==> src/rtl/multicycle_controller.sv <==
// Control FSM for a multicycle RISC-V style datapath: sequences fetch, decode,
// execute, memory and writeback steps and counts retired instructions.
module multicycle_controller #(
    parameter int RETIRE_W = 32
) (
    input  logic                clk,
    input  logic                rst,
    input  logic [2:0]          instruction_type,
    input  logic                branch_taken,
    input  logic                mem_ready,
    output logic                mem_rd_req,
    output logic                mem_wr_req,
    output logic                adr_src,
    output logic                ir_write,
    output logic                pc_write,
    output logic                reg_write,
    output logic [1:0]          alu_src_a,
    output logic [1:0]          alu_src_b,
    output logic [1:0]          alu_op_mode,
    output logic [1:0]          result_src,
    output logic                illegal,
    output logic [3:0]          state,
    output logic [RETIRE_W-1:0] retired
);

    typedef enum logic [3:0] {
        FETCH     = 4'd0,
        DECODE    = 4'd1,
        EXEC_R    = 4'd2,
        EXEC_I    = 4'd3,
        MEM_ADR   = 4'd4,
        MEM_READ  = 4'd5,
        MEM_WB    = 4'd6,
        MEM_WRITE = 4'd7,
        ALU_WB    = 4'd8,
        BRANCH    = 4'd9,
        JAL       = 4'd10,
        LUI       = 4'd11,
        HALT      = 4'd15
    } state_t;

    localparam logic [2:0] TYPE_R = 3'd0;
    localparam logic [2:0] TYPE_I = 3'd1;
    localparam logic [2:0] TYPE_L = 3'd2;
    localparam logic [2:0] TYPE_S = 3'd3;
    localparam logic [2:0] TYPE_B = 3'd4;
    localparam logic [2:0] TYPE_U = 3'd5;
    localparam logic [2:0] TYPE_J = 3'd6;

    localparam logic [1:0] SRC_A_PC     = 2'd0;
    localparam logic [1:0] SRC_A_OLD_PC = 2'd1;
    localparam logic [1:0] SRC_A_RS1    = 2'd2;
    localparam logic [1:0] SRC_A_ZERO   = 2'd3;

    localparam logic [1:0] SRC_B_RS2    = 2'd0;
    localparam logic [1:0] SRC_B_IMM    = 2'd1;
    localparam logic [1:0] SRC_B_FOUR   = 2'd2;

    localparam logic [1:0] OP_ADD       = 2'd0;
    localparam logic [1:0] OP_DECODED   = 2'd1;
    localparam logic [1:0] OP_BRANCH    = 2'd2;

    localparam logic [1:0] RES_ALU_REG  = 2'd0;
    localparam logic [1:0] RES_MEM_DATA = 2'd1;
    localparam logic [1:0] RES_ALU_OUT  = 2'd2;

    state_t cur_state;
    state_t nxt_state;
    logic   retire_now;

    always_ff @(posedge clk) begin
        if (!rst) begin
            cur_state <= FETCH;
        end else begin
            cur_state <= nxt_state;
        end
    end

    // Unused encodings 12-14 fall through to HALT via the default arm.
    always_comb begin
        nxt_state = cur_state;
        case (cur_state)
            FETCH: begin
                if (mem_ready) begin
                    nxt_state = DECODE;
                end
            end
            DECODE: begin
                case (instruction_type)
                    TYPE_R:  nxt_state = EXEC_R;
                    TYPE_I:  nxt_state = EXEC_I;
                    TYPE_L:  nxt_state = MEM_ADR;
                    TYPE_S:  nxt_state = MEM_ADR;
                    TYPE_B:  nxt_state = BRANCH;
                    TYPE_U:  nxt_state = LUI;
                    TYPE_J:  nxt_state = JAL;
                    default: nxt_state = HALT;
                endcase
            end
            EXEC_R:  nxt_state = ALU_WB;
            EXEC_I:  nxt_state = ALU_WB;
            MEM_ADR: begin
                if (instruction_type == TYPE_L) begin
                    nxt_state = MEM_READ;
                end else if (instruction_type == TYPE_S) begin
                    nxt_state = MEM_WRITE;
                end else begin
                    nxt_state = HALT;
                end
            end
            MEM_READ: begin
                if (mem_ready) begin
                    nxt_state = MEM_WB;
                end
            end
            MEM_WB:  nxt_state = FETCH;
            MEM_WRITE: begin
                if (mem_ready) begin
                    nxt_state = FETCH;
                end
            end
            ALU_WB:  nxt_state = FETCH;
            BRANCH:  nxt_state = FETCH;
            JAL:     nxt_state = ALU_WB;
            LUI:     nxt_state = ALU_WB;
            HALT:    nxt_state = HALT;
            default: nxt_state = HALT;
        endcase
    end

    // Strobes are forced low whenever reset is held, even before the reset edge.
    always_comb begin
        mem_rd_req  = 1'b0;
        mem_wr_req  = 1'b0;
        adr_src     = 1'b0;
        ir_write    = 1'b0;
        pc_write    = 1'b0;
        reg_write   = 1'b0;
        alu_src_a   = SRC_A_PC;
        alu_src_b   = SRC_B_RS2;
        alu_op_mode = OP_ADD;
        result_src  = RES_ALU_REG;
        case (cur_state)
            FETCH: begin
                mem_rd_req = 1'b1;
                if (mem_ready) begin
                    ir_write   = 1'b1;
                    pc_write   = 1'b1;
                    alu_src_a  = SRC_A_PC;
                    alu_src_b  = SRC_B_FOUR;
                    result_src = RES_ALU_OUT;
                end
            end
            DECODE: begin
                alu_src_a = SRC_A_OLD_PC;
                alu_src_b = SRC_B_IMM;
            end
            EXEC_R: begin
                alu_src_a   = SRC_A_RS1;
                alu_src_b   = SRC_B_RS2;
                alu_op_mode = OP_DECODED;
            end
            EXEC_I: begin
                alu_src_a   = SRC_A_RS1;
                alu_src_b   = SRC_B_IMM;
                alu_op_mode = OP_DECODED;
            end
            MEM_ADR: begin
                alu_src_a = SRC_A_RS1;
                alu_src_b = SRC_B_IMM;
            end
            MEM_READ: begin
                mem_rd_req = 1'b1;
                adr_src    = 1'b1;
            end
            MEM_WB: begin
                reg_write  = 1'b1;
                result_src = RES_MEM_DATA;
            end
            MEM_WRITE: begin
                mem_wr_req = 1'b1;
                adr_src    = 1'b1;
            end
            ALU_WB: begin
                reg_write  = 1'b1;
                result_src = RES_ALU_REG;
            end
            BRANCH: begin
                alu_src_a   = SRC_A_RS1;
                alu_src_b   = SRC_B_RS2;
                alu_op_mode = OP_BRANCH;
                pc_write    = branch_taken;
            end
            JAL: begin
                alu_src_a = SRC_A_OLD_PC;
                alu_src_b = SRC_B_FOUR;
                pc_write  = 1'b1;
            end
            LUI: begin
                alu_src_a = SRC_A_ZERO;
                alu_src_b = SRC_B_IMM;
            end
            default: ;
        endcase
        if (!rst) begin
            mem_rd_req = 1'b0;
            mem_wr_req = 1'b0;
            ir_write   = 1'b0;
            pc_write   = 1'b0;
            reg_write  = 1'b0;
        end
    end

    // An instruction retires on the edge that leaves its final step.
    always_comb begin
        retire_now = 1'b0;
        case (cur_state)
            MEM_WB:    retire_now = 1'b1;
            ALU_WB:    retire_now = 1'b1;
            BRANCH:    retire_now = 1'b1;
            MEM_WRITE: retire_now = mem_ready;
            default:   retire_now = 1'b0;
        endcase
    end

    always_ff @(posedge clk) begin
        if (!rst) begin
            retired <= '0;
        end else if (retire_now) begin
            retired <= retired + 1'b1;
        end
    end

    always_ff @(posedge clk) begin
        if (!rst) begin
            illegal <= 1'b0;
        end else if (nxt_state == HALT) begin
            illegal <= 1'b1;
        end
    end

    assign state = cur_state;

endmodule
==> config.mk <==
export PLATFORM = sky130hd
export DESIGN_NAME = multicycle_controller
export DESIGN_NICKNAME = d
export VERILOG_FILES = /design/src/rtl/multicycle_controller.sv
export SDC_FILE = /design/constraint.sdc
export NUM_CORES = 1
export LEC_CHECK = 0
export BUFFER_PORTS_ARGS = -buffer_cell sky130_fd_sc_hd__buf_2
export CAP_MARGIN = 20
export CORE_UTILIZATION = 30
export CTS_BUF_LIST = sky130_fd_sc_hd__clkbuf_4 sky130_fd_sc_hd__clkbuf_8 sky130_fd_sc_hd__clkbuf_16
export CTS_CLUSTER_DIAMETER = 80
export CTS_CLUSTER_SIZE = 24
export DETAILED_ROUTE_END_ITERATION = 7
export HOLD_SLACK_MARGIN = 0.05
export PLACE_DENSITY = 0.49
export SYNTH_ARGS = -nofsm -noshare
export SYNTH_HDL_FRONTEND = slang
export SYNTH_SLANG_ARGS = --single-unit
==> constraint.sdc <==
create_clock -name clk -period 2.24 [get_ports clk]
set_input_delay 0.336 -clock clk [delete_from_list [all_inputs] [get_ports clk]]
set_output_delay 0.336 -clock clk [all_outputs]
set_load 0.05 [all_outputs]
* After elaboration in Yosys (flattened, before gate mapping) *
Index checks and enable logic that the tools add are counted.

cells by class
  mux-type cells = 25
  add/sub/neg operators = 1
  reductions and logical operators = 12
  equal/unequal tests = 18

operators with widths
  operator               count
  $add 32x1->32 const B  1
  $pmux 4 s7             1
  $pmux 4 s6             1
  $eq 4x4->1 const B     5
  $mux 4                 5
  $eq 4x3->1 const B     4
  $pmux 2 s3             2
  $reduce_or 2->1        6
  $reduce_or 4->1        3
  $mux 1                 11
  $eq 3x3->1 const B     3
  $eq 4x2->1 const B     2
  $pmux 2 s2             2
  $eq 3x2->1 const B     2
  $eq 4x1->1 const B     1
  $logic_not 4->1        1
  $eq 3x1->1 const B     1
  $logic_not 3->1        1
  $pmux 1 s3             1
  $reduce_or 3->1        1
  $mux 2                 1
  $pmux 1 s2             1

storage, ports and cells
  flip-flop bits (word level) = 37
  bits of input ports = 7
  output and inout bits = 51
  logic and storage cells = 59

* Depth between registers and ports, before layout *
Gate-level depths: netlist (run 1).

  word-level depth = 5
  gate-level depth with buffers = 7
  mapped depth without buffers = 5

* Worst setup path after synthesis (run 1) *
No wires, ideal clock.

  path type = register -> output
  start point = reg cur_state[1], in the netlist state[1]
  end point = out ir_write
  arrival time = 3087 ps
  setup slack = -1183 ps
  required time = 1904 ps
  stages on the path, launching flop included = 5
  buffers on the path = 2
  cell sequence = dfxtp_1 buf_2 clkbuf_1 nor4_1 and2_1

between the ends
  cells in the longest elaborated chain, start to end = 3

RTL lines
  item                      RTL line  source
  start: declaration        67        state_t cur_state;
  start signal: assignment  75        cur_state <= nxt_state;
  $logic_not 4->1           143       case (cur_state)
  $mux 1                    143
  $mux 1                    205       if (!rst) begin
  end: declaration          14        output logic ir_write,

No other way between the ends.

* Worst setup path after layout (run 1) *
  start point = reg cur_state[3], in the netlist state[3]
  end point = out pc_write

between the ends
  cells in the longest elaborated chain, start to end = 3
  elaborated cells on any way between the ends = 5
  classes of those cells = eq/ne (2); mux (2); reduce/logical (1)

RTL lines
  item                                                  RTL line  source
  $eq 4x4->1 / $logic_not 4->1 (equally long branches)  143
  $pmux 1 s3 *                                          143
  $mux 1 *                                              205
  end: declaration                                      15        output logic pc_write,

Mark *: on every way between the ends. The rest lies on a longest branch, timed or not.

==> metrics.txt, run 1 <==
status finished clean; Yosys top cell by area dfxtp_1; RSZ-0062 raised after global routing false; max-cap violation count 0; leakage power between 1 and 1.5 nW; mux contribution to synthesized area 0.0419; final setup fails 0; CP max FO 14; Root Driver clkbuf_8; Total GRT Usage 0.163; first-pass GRT wire length 9750 microns; logic gate share of total power 0.313; YS warnings 0; top post-synthesis cells by count 37 x dfxtp_1, 27 x a21oi_1, 27 x nand2_1; max-slew violations 0; final hold violations 0; Final GP Congestion 0.816; TritonCTS clock tree built; Die H 86.7 microns; Initial Util 0.313; PnR worst setup slack 0.147 ns; Post-Synthesis Net Count 279; crit end category primary output; Filler Cell Count 732; initial antenna violation count 0; design area 0.00273 sq mm; Worst Path Arrival 1.76 ns; Port-buffer cells 57; share of cells above drive strength 1 0.296; Adder-Cell Fraction of Synth Area 0.00581; Die Wd 86.7 microns; Worst Skew 0.00691 ns; cell count after synthesis roughly 270; via count 2,228; Clk pwr share 0.265; Synth Register Bits 37; Final Critical Period 2.09 ns; worst slew pin tran 0.692 ns; Iteration-0 DRC Markers 98; pre-CTS setup slack 0.177 ns; Num CTS Buffers 5; Worst-path clk slew ~0.070 ns; sequential fraction of the synthesis area 0.344; Clock Latency Late Sink 0.29 ns; DRC 0; Synth Cell Area ~0.0022 sq mm; number of enable flip-flop cells after synthesis 0; final design utilization 0.397; Max clock buf depth 2; WL/cell 14.1 microns; Syn Area/Cell 7.94 sq um; Routed Antenna Nets 0; Main synth FF type dfxtp_1; Sw Share 0.372; CP Launch Type register; WS Path Type register to primary output; count leader, synth dfxtp_1; fraction of registers with async set/reset 0; post-synth top area share 0.344; # rows 30; Synth Area in Compound Gates 0.203; main combinational cell family by area after synthesis simple AND/OR/NAND/NOR gates; placed instance area 0.00264 sq mm; area growth from synthesis to layout 26.6%; Internal Pwr Total about 1.0 mW; Multi-input gate area 0.00139 sq mm; largest net degree at the start of global routing 23; CTS H-tree depth 2; P per Cell Area 608 mW/mm^2; Post-CTS Setup Bufs 0; vias in the first global route between 1,500 and 2,000; core region area a little under 0.007 sq mm; Post-Synth Simple-Gate Area 0.351; Max Freq roughly 480 MHz; gr ovfl total 0; hpwl dp 4280 microns; I/O pin total 58; switching power 0.617 mW; die area 0.00752 sq mm; Sink Count 37; Diodes inserted 0; sequential standard cell area between 700 and 800 sq um; Layout Nets about 340; XOR/XNOR share of the synthesized area 0.0122; maximum vdd drop 271 uV; worst hold slack roughly 0.42 ns; Synth area leaders dfxtp_1 34%, a21oi_1 6.3%, or4_1 5.6%; slew margin rel. 0.538; Min-Delay Path Class primary input to register; Synth cell types 48; Critical Path RT around 1.9 ns; Vias/cell around 5.3; drt first pass iters 4; Routed WL 5980 microns; fin crit share 0.935; Flop pwr share 0.423
==> layout by cell type, fill, tap and decap left out, types with 3 or more instances in the layout <==
master,n
nor4_1,4
nor2b_1,4
nand4_1,7
mux2i_1,9
o21ai_0,12
nand2b_1,11
inv_1,5
a21oi_1,26
or4_1,16
nor2_1,9
and2_1,6
and4_1,3
buf_2,55
nand2_1,27
dfxtp_1,29
buf_4,13
or3_1,7
o31ai_1,13
clkbuf_8,5
nand3_1,14
dfxtp_2,8
==> worst paths after layout <==
check                                 from  depth (start not counted)  slack, ns     endpoint
worst max-delay path              state[3]                          6       0.15     pc_write
worst min-delay path                   rst                          3       0.42  retired[31]
worst max register to register  retired[0]                          5       0.17  retired[20]
worst min register to register     illegal                          1       0.47      illegal
==> flip-flops by register name, summed over array words and instances (netlist names) <==
name and flops:
illegal 1, retired 32, state 4
==> cells by family after synthesis <==
kind of cell    Yosys count
compound gates           70
xor+xnor                  3
fa+ha+maj                 1
buf+inv                  23
flops                    37
mux                       9
simple gates            128
==> power groups by stage <==
| stage | combinational [mW] | sequential (mW) | clock (mW) |
|---|---|---|---|
| after floorplan | 0.348 | 0.766 | 0 |
| after global placement | 0.515 | 0.716 | 0 |
| after detailed placement | 0.514 | 0.716 | 0 |
| after CTS | 0.521 | 0.701 | 0.458 |
| after global routing | 0.555 | 0.705 | 0.487 |
| final | 0.519 | 0.701 | 0.439 |
==> stage by stage <==
step	power (mW)	setup TNS, ns	std cells
floorplan	1.11	-0.234	271
global placement	1.23	0	418
detailed placement	1.23	0	418
CTS	1.68	0	424
global route	1.75	0	424
finish	1.66	0	424
==> final cells by class <==
class | instances | share of cell area
sequential | 37 | 0.275
tap | 96 | 0.0441
multi-input combinational | 211 | 0.508
clock inverter | 1 | 0.00184
timing repair buffer | 68 | 0.137
clock buffer | 5 | 0.0253
inverter | 6 | 0.00826
==> worst max-delay path, cell delays in order (launching register included) <==
cell and delay, ns:
dfxtp_2 0.34, buf_4 0.18, nand2b_1 0.22, o21ai_0 0.23, a22oi_1 0.16, nor2_4 0.09, buf_2 0.26
==> metal layers <==
layer / share of wire / track usage / wire length (microns) / vias up
met1: 0.50 / 0.229 / 2970 / 1033
met4: 0.010 / 0.0409 / 62 / 0
met3: 0.044 / 0.0371 / 266 / 5
met2: 0.45 / 0.253 / 2690 / 48
li1: - / - / - / 1142
met5: 0 / 0 / 0 / -
==> repair_timing <==
action,in CTS,in global routing
endpoints found under the setup margin,2,2
hold buffers,0,0
gates resized for setup,2,1
Note: power is estimated with default switching activity, not from simulation.
==> run 2: changes to the inputs <==
- PLACE_DENSITY: 0.49 -> default
- PLACE_DENSITY_LB_ADDON: default -> 0.25
==> run 2 against run 1 <==
Effect of this change:
- non-clock buffer count is 2 lower
- clock skew is 0.0032 ns lower
- clock power is 20% higher
- count of clock-buffer cells in the layout is 2 higher
- sequential power is 2% higher
- design area is 0.46% higher
- final cell count stayed put
- first-iteration DRC count is 26% higher
- utilization is 0.18 points higher
- die area stayed put
- register-to-register slack hardly changed
- total power is 4.6% higher
- largest cell class unchanged
- highest routed layer unchanged
==> metrics.txt, run 2 (synthesized netlist as in run 1, its figures left out) <==
WS Path Type register to primary output; Post-CTS Setup Bufs 0; CP Launch Type register; CTS H-tree depth 2; leakage power 1.03 nW; max-slew violations 0; flip-flop count of the largest register after layout 32; design area 0.00274 sq mm; Total GRT Usage 0.164; TritonCTS clock tree built; commonest non-fill, non-tap cell in the layout buf_2; Filler Cell Count 725; Iteration-0 DRC Markers ~120; Hold Path Depth 3; crit end category primary output; Worst Path Arrival ~1.8 ns; I/O pin total 58; Final Critical Period 2.17 ns; Min-Delay Path Class primary input to register; Vias/cell about 5.4; placed instance area 0.00263 sq mm; fin crit share 0.968; commonest cells after routing, fill and taps aside 55 x buf_2, 29 x dfxtp_1, 27 x nand2_1; worst path buffer plus inverter count 2; first-pass GRT wire length 9700 microns; Initial Util 0.313; CP max FO 14; cell depth of the worst setup path 4; max incr delay on CP 0.70 ns; die area 0.00752 sq mm; sequential standard cell area about 750 sq um; area growth from synthesis to layout 27.2%; Multi-input gate area 0.00138 sq mm; Worst-path clk slew around 0.08 ns; Diodes inserted 0; Overall Power 1.73 mW; initial antenna violation count 0; worst slew pin tran around 0.66 ns; Die H 86.7 microns; final setup fails 0; Critical Path RT 1.90 ns; gr ovfl total 0; Worst Skew 0.00371 ns; share of cells above drive strength 1 0.296; hpwl dp 4240 microns; status finished clean; vias in the first global route approximately 2,000; Worst R2R Path Depth 4; core region area just under 0.007 sq mm; P per Cell Area 634 mW/mm^2; final hold violations 0; Die Wd 86.7 microns; most flop-heavy register retired; largest net degree at the start of global routing 23; Sink Count 37; RSZ-0062 raised after global routing false; Final GP Congestion 0.810; Clock Latency Late Sink 0.29 ns; drt first pass iters 4; CP top delay family simple AND/OR/NAND/NOR gates; maximum vdd drop 333 uV; Port-buffer cells between 50 and 60; max-cap violation count 0; Root Driver clkbuf_8; WL/cell 13.9 microns; via count roughly 2,300; # rows 30; Worst path slowest cell or4b_2; Num CTS Buffers 5; Routed Antenna Nets 0; Layout Nets approximately 340; slew margin rel. 0.562; Max clock buf depth 2; DRC 0; CP Cell Sequence buf_4, or4b_2, o21ai_2, clkbuf_4; Routed WL slightly below 6000 microns; Max Freq ~460 MHz
[run 2: worst register-to-register path: cells and delay by family, from the launching register on]
family	cells	cell delay, ns
simple gates	2	0.93
compound gates	1	0.41
flops	1	0.40
mux	1	0.24
[run 2: final timing paths]
path	from	end	slack, ns
worst max-delay path	state[3]	alu_src_a[1]	0.07
worst min-delay path	instruction_type[0]	state[1]	0.37
worst max register to register	state[2]	retired[29]	0.18
worst min register to register	retired[31]	retired[31]	0.49
[run 2: power by group]
| part | total [mW] | internal (mW) | switching (mW) |
|---|---|---|---|
| Combinational | 0.495 | 0.151 | 0.344 |
| Sequential | 0.714 | 0.676 | 0.0378 |
| Clock | 0.525 | 0.278 | 0.247 |
[run 2: layout make-up]
| class | instances | area share |
|---|---|---|
| multi-input combinational | 211 | 0.505 |
| sequential | 37 | 0.274 |
| timing repair buffer | 66 | 0.132 |
| tap | 96 | 0.0439 |
| clock buffer | 7 | 0.0352 |
| inverter | 6 | 0.00823 |
| clock inverter | 1 | 0.00183 |
[run 2: stage by stage]
stage / std cells / setup TNS, ns / hold WS (ns) / utilization / setup WS, ns
finish: 424 / 0 / 0.368 / 0.399 / 0.0713
global route: 424 / 0 / 0.396 / 0.399 / 0.0209
CTS: 424 / 0 / 0.370 / 0.397 / 0.0329
detailed placement: 416 / 0 / 0.464 / 0.383 / 0.180
global placement: 416 / 0 / 0.459 / 0.383 / 0.214
floorplan: 271 / -0.234 / 0.486 / - / -0.134
[run 2: timing repair]
action                                  in CTS  in global routing
endpoints found under the hold margin        0                  0
endpoints found under the setup margin       0                  3
hold buffers                                 0                  0
resized for setup                            0                  4
[run 2: per-layer routing]
layer / up-vias / part of all wire / global-route usage
li1: 1137 / - / -
met1: 1096 / 0.49 / 0.216
met2: 40 / 0.47 / 0.265
met3: 9 / 0.028 / 0.0324
met4: 0 / 0.015 / 0.0606
met5: - / 0 / 0
==> run 3: changes to the inputs <==
- ABC_AREA: default -> 1
==> run 3 against run 2 <==
Effect of this change:
- utilization is 2.6 points lower
- clock power decreased by 5.3%
- via count grew 14%
- global-route usage increased by 0.21 points
- register-to-register slack improved by 0.25 ns
==> metrics.txt, run 3 <==
count leader, synth nand2_1; number of enable flip-flop cells after synthesis 0; Routed Antenna Nets 0; Final GP Congestion around 0.86; pre-CTS setup slack 0.467 ns; Synth area leaders dfxtp_1 31%, nand2_1 18%, nor2_1 11%; Min-Delay Path Class primary input to register; worst hold start mem_ready; Synth cell types 27; Worst R2R Path Depth 9; vias in the first global route 2,482; Max Freq about 500 MHz; worst slew pin tran 0.557 ns; uppermost routed layer met4; fin crit share 0.891; Critical Path RT between 1.5 and 2 ns; placed instance area 0.00279 sq mm; Hold EP state[1]; WL met1 3300 microns; metal2 WL 2850 microns; die area 0.00836 sq mm; post-cts resize count 0; Synth Register Bits 37; max incr delay on CP between 0.3 and 0.4 ns; Die H 91.4 microns; gr ovfl total 0; worst path buffer plus inverter count 2; # rows 32; Num CTS Buffers 5; share of cells above drive strength 1 0.221; CP Launch Type register; via count ~2,600; RSZ-0062 raised after global routing false; Worst Path Arrival 1.66 ns; CP Cell Sequence nor2_1, inv_1, nor2_1, nand2_1, nand2_1, a21oi_1, nor2_2, buf_2; RR Startpoint state[1]; I/O pin total 58; final hold violations 0; Clock Latency Late Sink roughly 0.30 ns; CTS H-tree depth 2; Hold Path Depth 3; R2R setup slack 0.43 ns; top post-synthesis cells by count 112 x nand2_1, 72 x nor2_1, 57 x inv_1; max-cap violation count 0; maximum vdd drop 255 uV; cell count after synthesis roughly 400; TritonCTS clock tree built; Worst path slowest cell dfxtp_1; CP max FO 7; Yosys top cell by area dfxtp_1; Layout Nets 468; fraction of registers with async set/reset 0; r2r endpoint retired[25]; area growth from synthesis to layout 20.0%; Total GRT Usage 0.166; CP top delay family simple AND/OR/NAND/NOR gates; Post-CTS Setup Bufs 0; DRC 0; Post-Synthesis Net Count 410; number of buffers inserted by hold repair at cts 0; crit end category primary output; sequential standard cell area roughly 740 sq um; Filler Cell Count 842; status finished clean; Worst-path clk slew 0.08 ns; YS warnings 0; Routed WL 6450 microns; Initial Util 0.311; largest net degree at the start of global routing 25; post-synth top area share 0.309; Worst Skew 0.00680 ns; Sink Count 37; Vias/cell 4.64; first-pass GRT wire length 11,300 microns; Max clock buf depth 2; Synth Cell Area 0.00240 sq mm; Diodes inserted 0; Die Wd 91.4 microns; Multi-input gate area 0.00137 sq mm; initial antenna violation count 0; Final Critical Period 2.00 ns; flip-flop count of the largest register after layout 32; Syn Area/Cell 5.97 sq um; commonest cells after routing, fill and taps aside 112 x nand2_1, 69 x nor2_1, 57 x inv_1, 57 x buf_2, 38 x nand3_1; core region area 0.00773 sq mm; P per Cell Area 643 mW/mm^2; Root Driver clkbuf_8; sequential fraction of the synthesis area 0.309; hpwl dp 4840 microns; PnR worst setup slack 0.243 ns; routed wl met3 239 microns; drt first pass iters 4; Main synth FF type dfxtp_1; most flop-heavy register retired; final setup fails 0; WS Path Type register to primary output; commonest non-fill, non-tap cell in the layout nand2_1; slew margin rel. 0.628; Port-buffer cells 57; max-slew violations 0; setup TNS 0 ns; Iteration-0 DRC Markers 79; leakage power 1.38 nW; WL/cell roughly 11 microns; design area ~0.0029 sq mm
run 3: metrics by stage:
stage	power (mW)	utilization	hold slack (ns)	instances
2_1_floorplan	1.25	-	0.505	402
3_3_place_gp	1.37	0.361	0.442	555
3_5_place_dp	1.37	0.361	0.461	555
4_1_cts	1.88	0.373	0.372	563
5_1_grt	1.96	0.373	0.397	563
6_report	1.85	0.373	0.385	563
run 3: metal layers:
layer	vias up	track usage
li1	1373	-
met1	1179	0.222
met2	51	0.275
met3	7	0.0285
met4	0	0.0397
met5	-	0
run 3: kinds of logic after synthesis:
kind of cell / Yosys count / synth area share
adders and majority gates: 1 / 0.00521
AOI/OAI and AO/OA: 32 / 0.0787
xor gates and xnor gates: 3 / 0.0110
DFF: 37 / 0.309
and+or+nand+nor: 256 / 0.467
buffers and inverters: 73 / 0.129
run 3: power by group:
part / leakage, nW / switching, mW / internal, mW
clock: 0.0445 / 0.276 / 0.221
combinational: 1.04 / 0.500 / 0.138
sequential: 0.299 / 0.0363 / 0.681
total: 1.38 / 0.811 / 1.04
run 3: worst max path at each step:
stage / from / endpoint / slack [ns] / cells after the start
after global routing: state[2] / pc_write / 0.08 / 8
after floorplan: state[2] / pc_write / -0.04 / 7
after detailed placement: state[2] / retired[25] / 0.47 / 9
after CTS: state[2] / pc_write / 0.22 / 8
final: state[2] / pc_write / 0.24 / 8
after global placement: state[1] / retired[31] / 0.54 / 9
run 3: final cells by class:
class,count,area share
clock buffers,5,0.0239
clock inverters,3,0.00738
inverters,62,0.0808
multi-input cells,292,0.474
flip-flops and latches,37,0.258
well taps,102,0.0443
repair buffers,62,0.112
run 3: worst min-delay path, cell delays in order:
cell and delay [ns]:
buf_2 0.12, nand2_1 0.07, a31oi_1 0.09
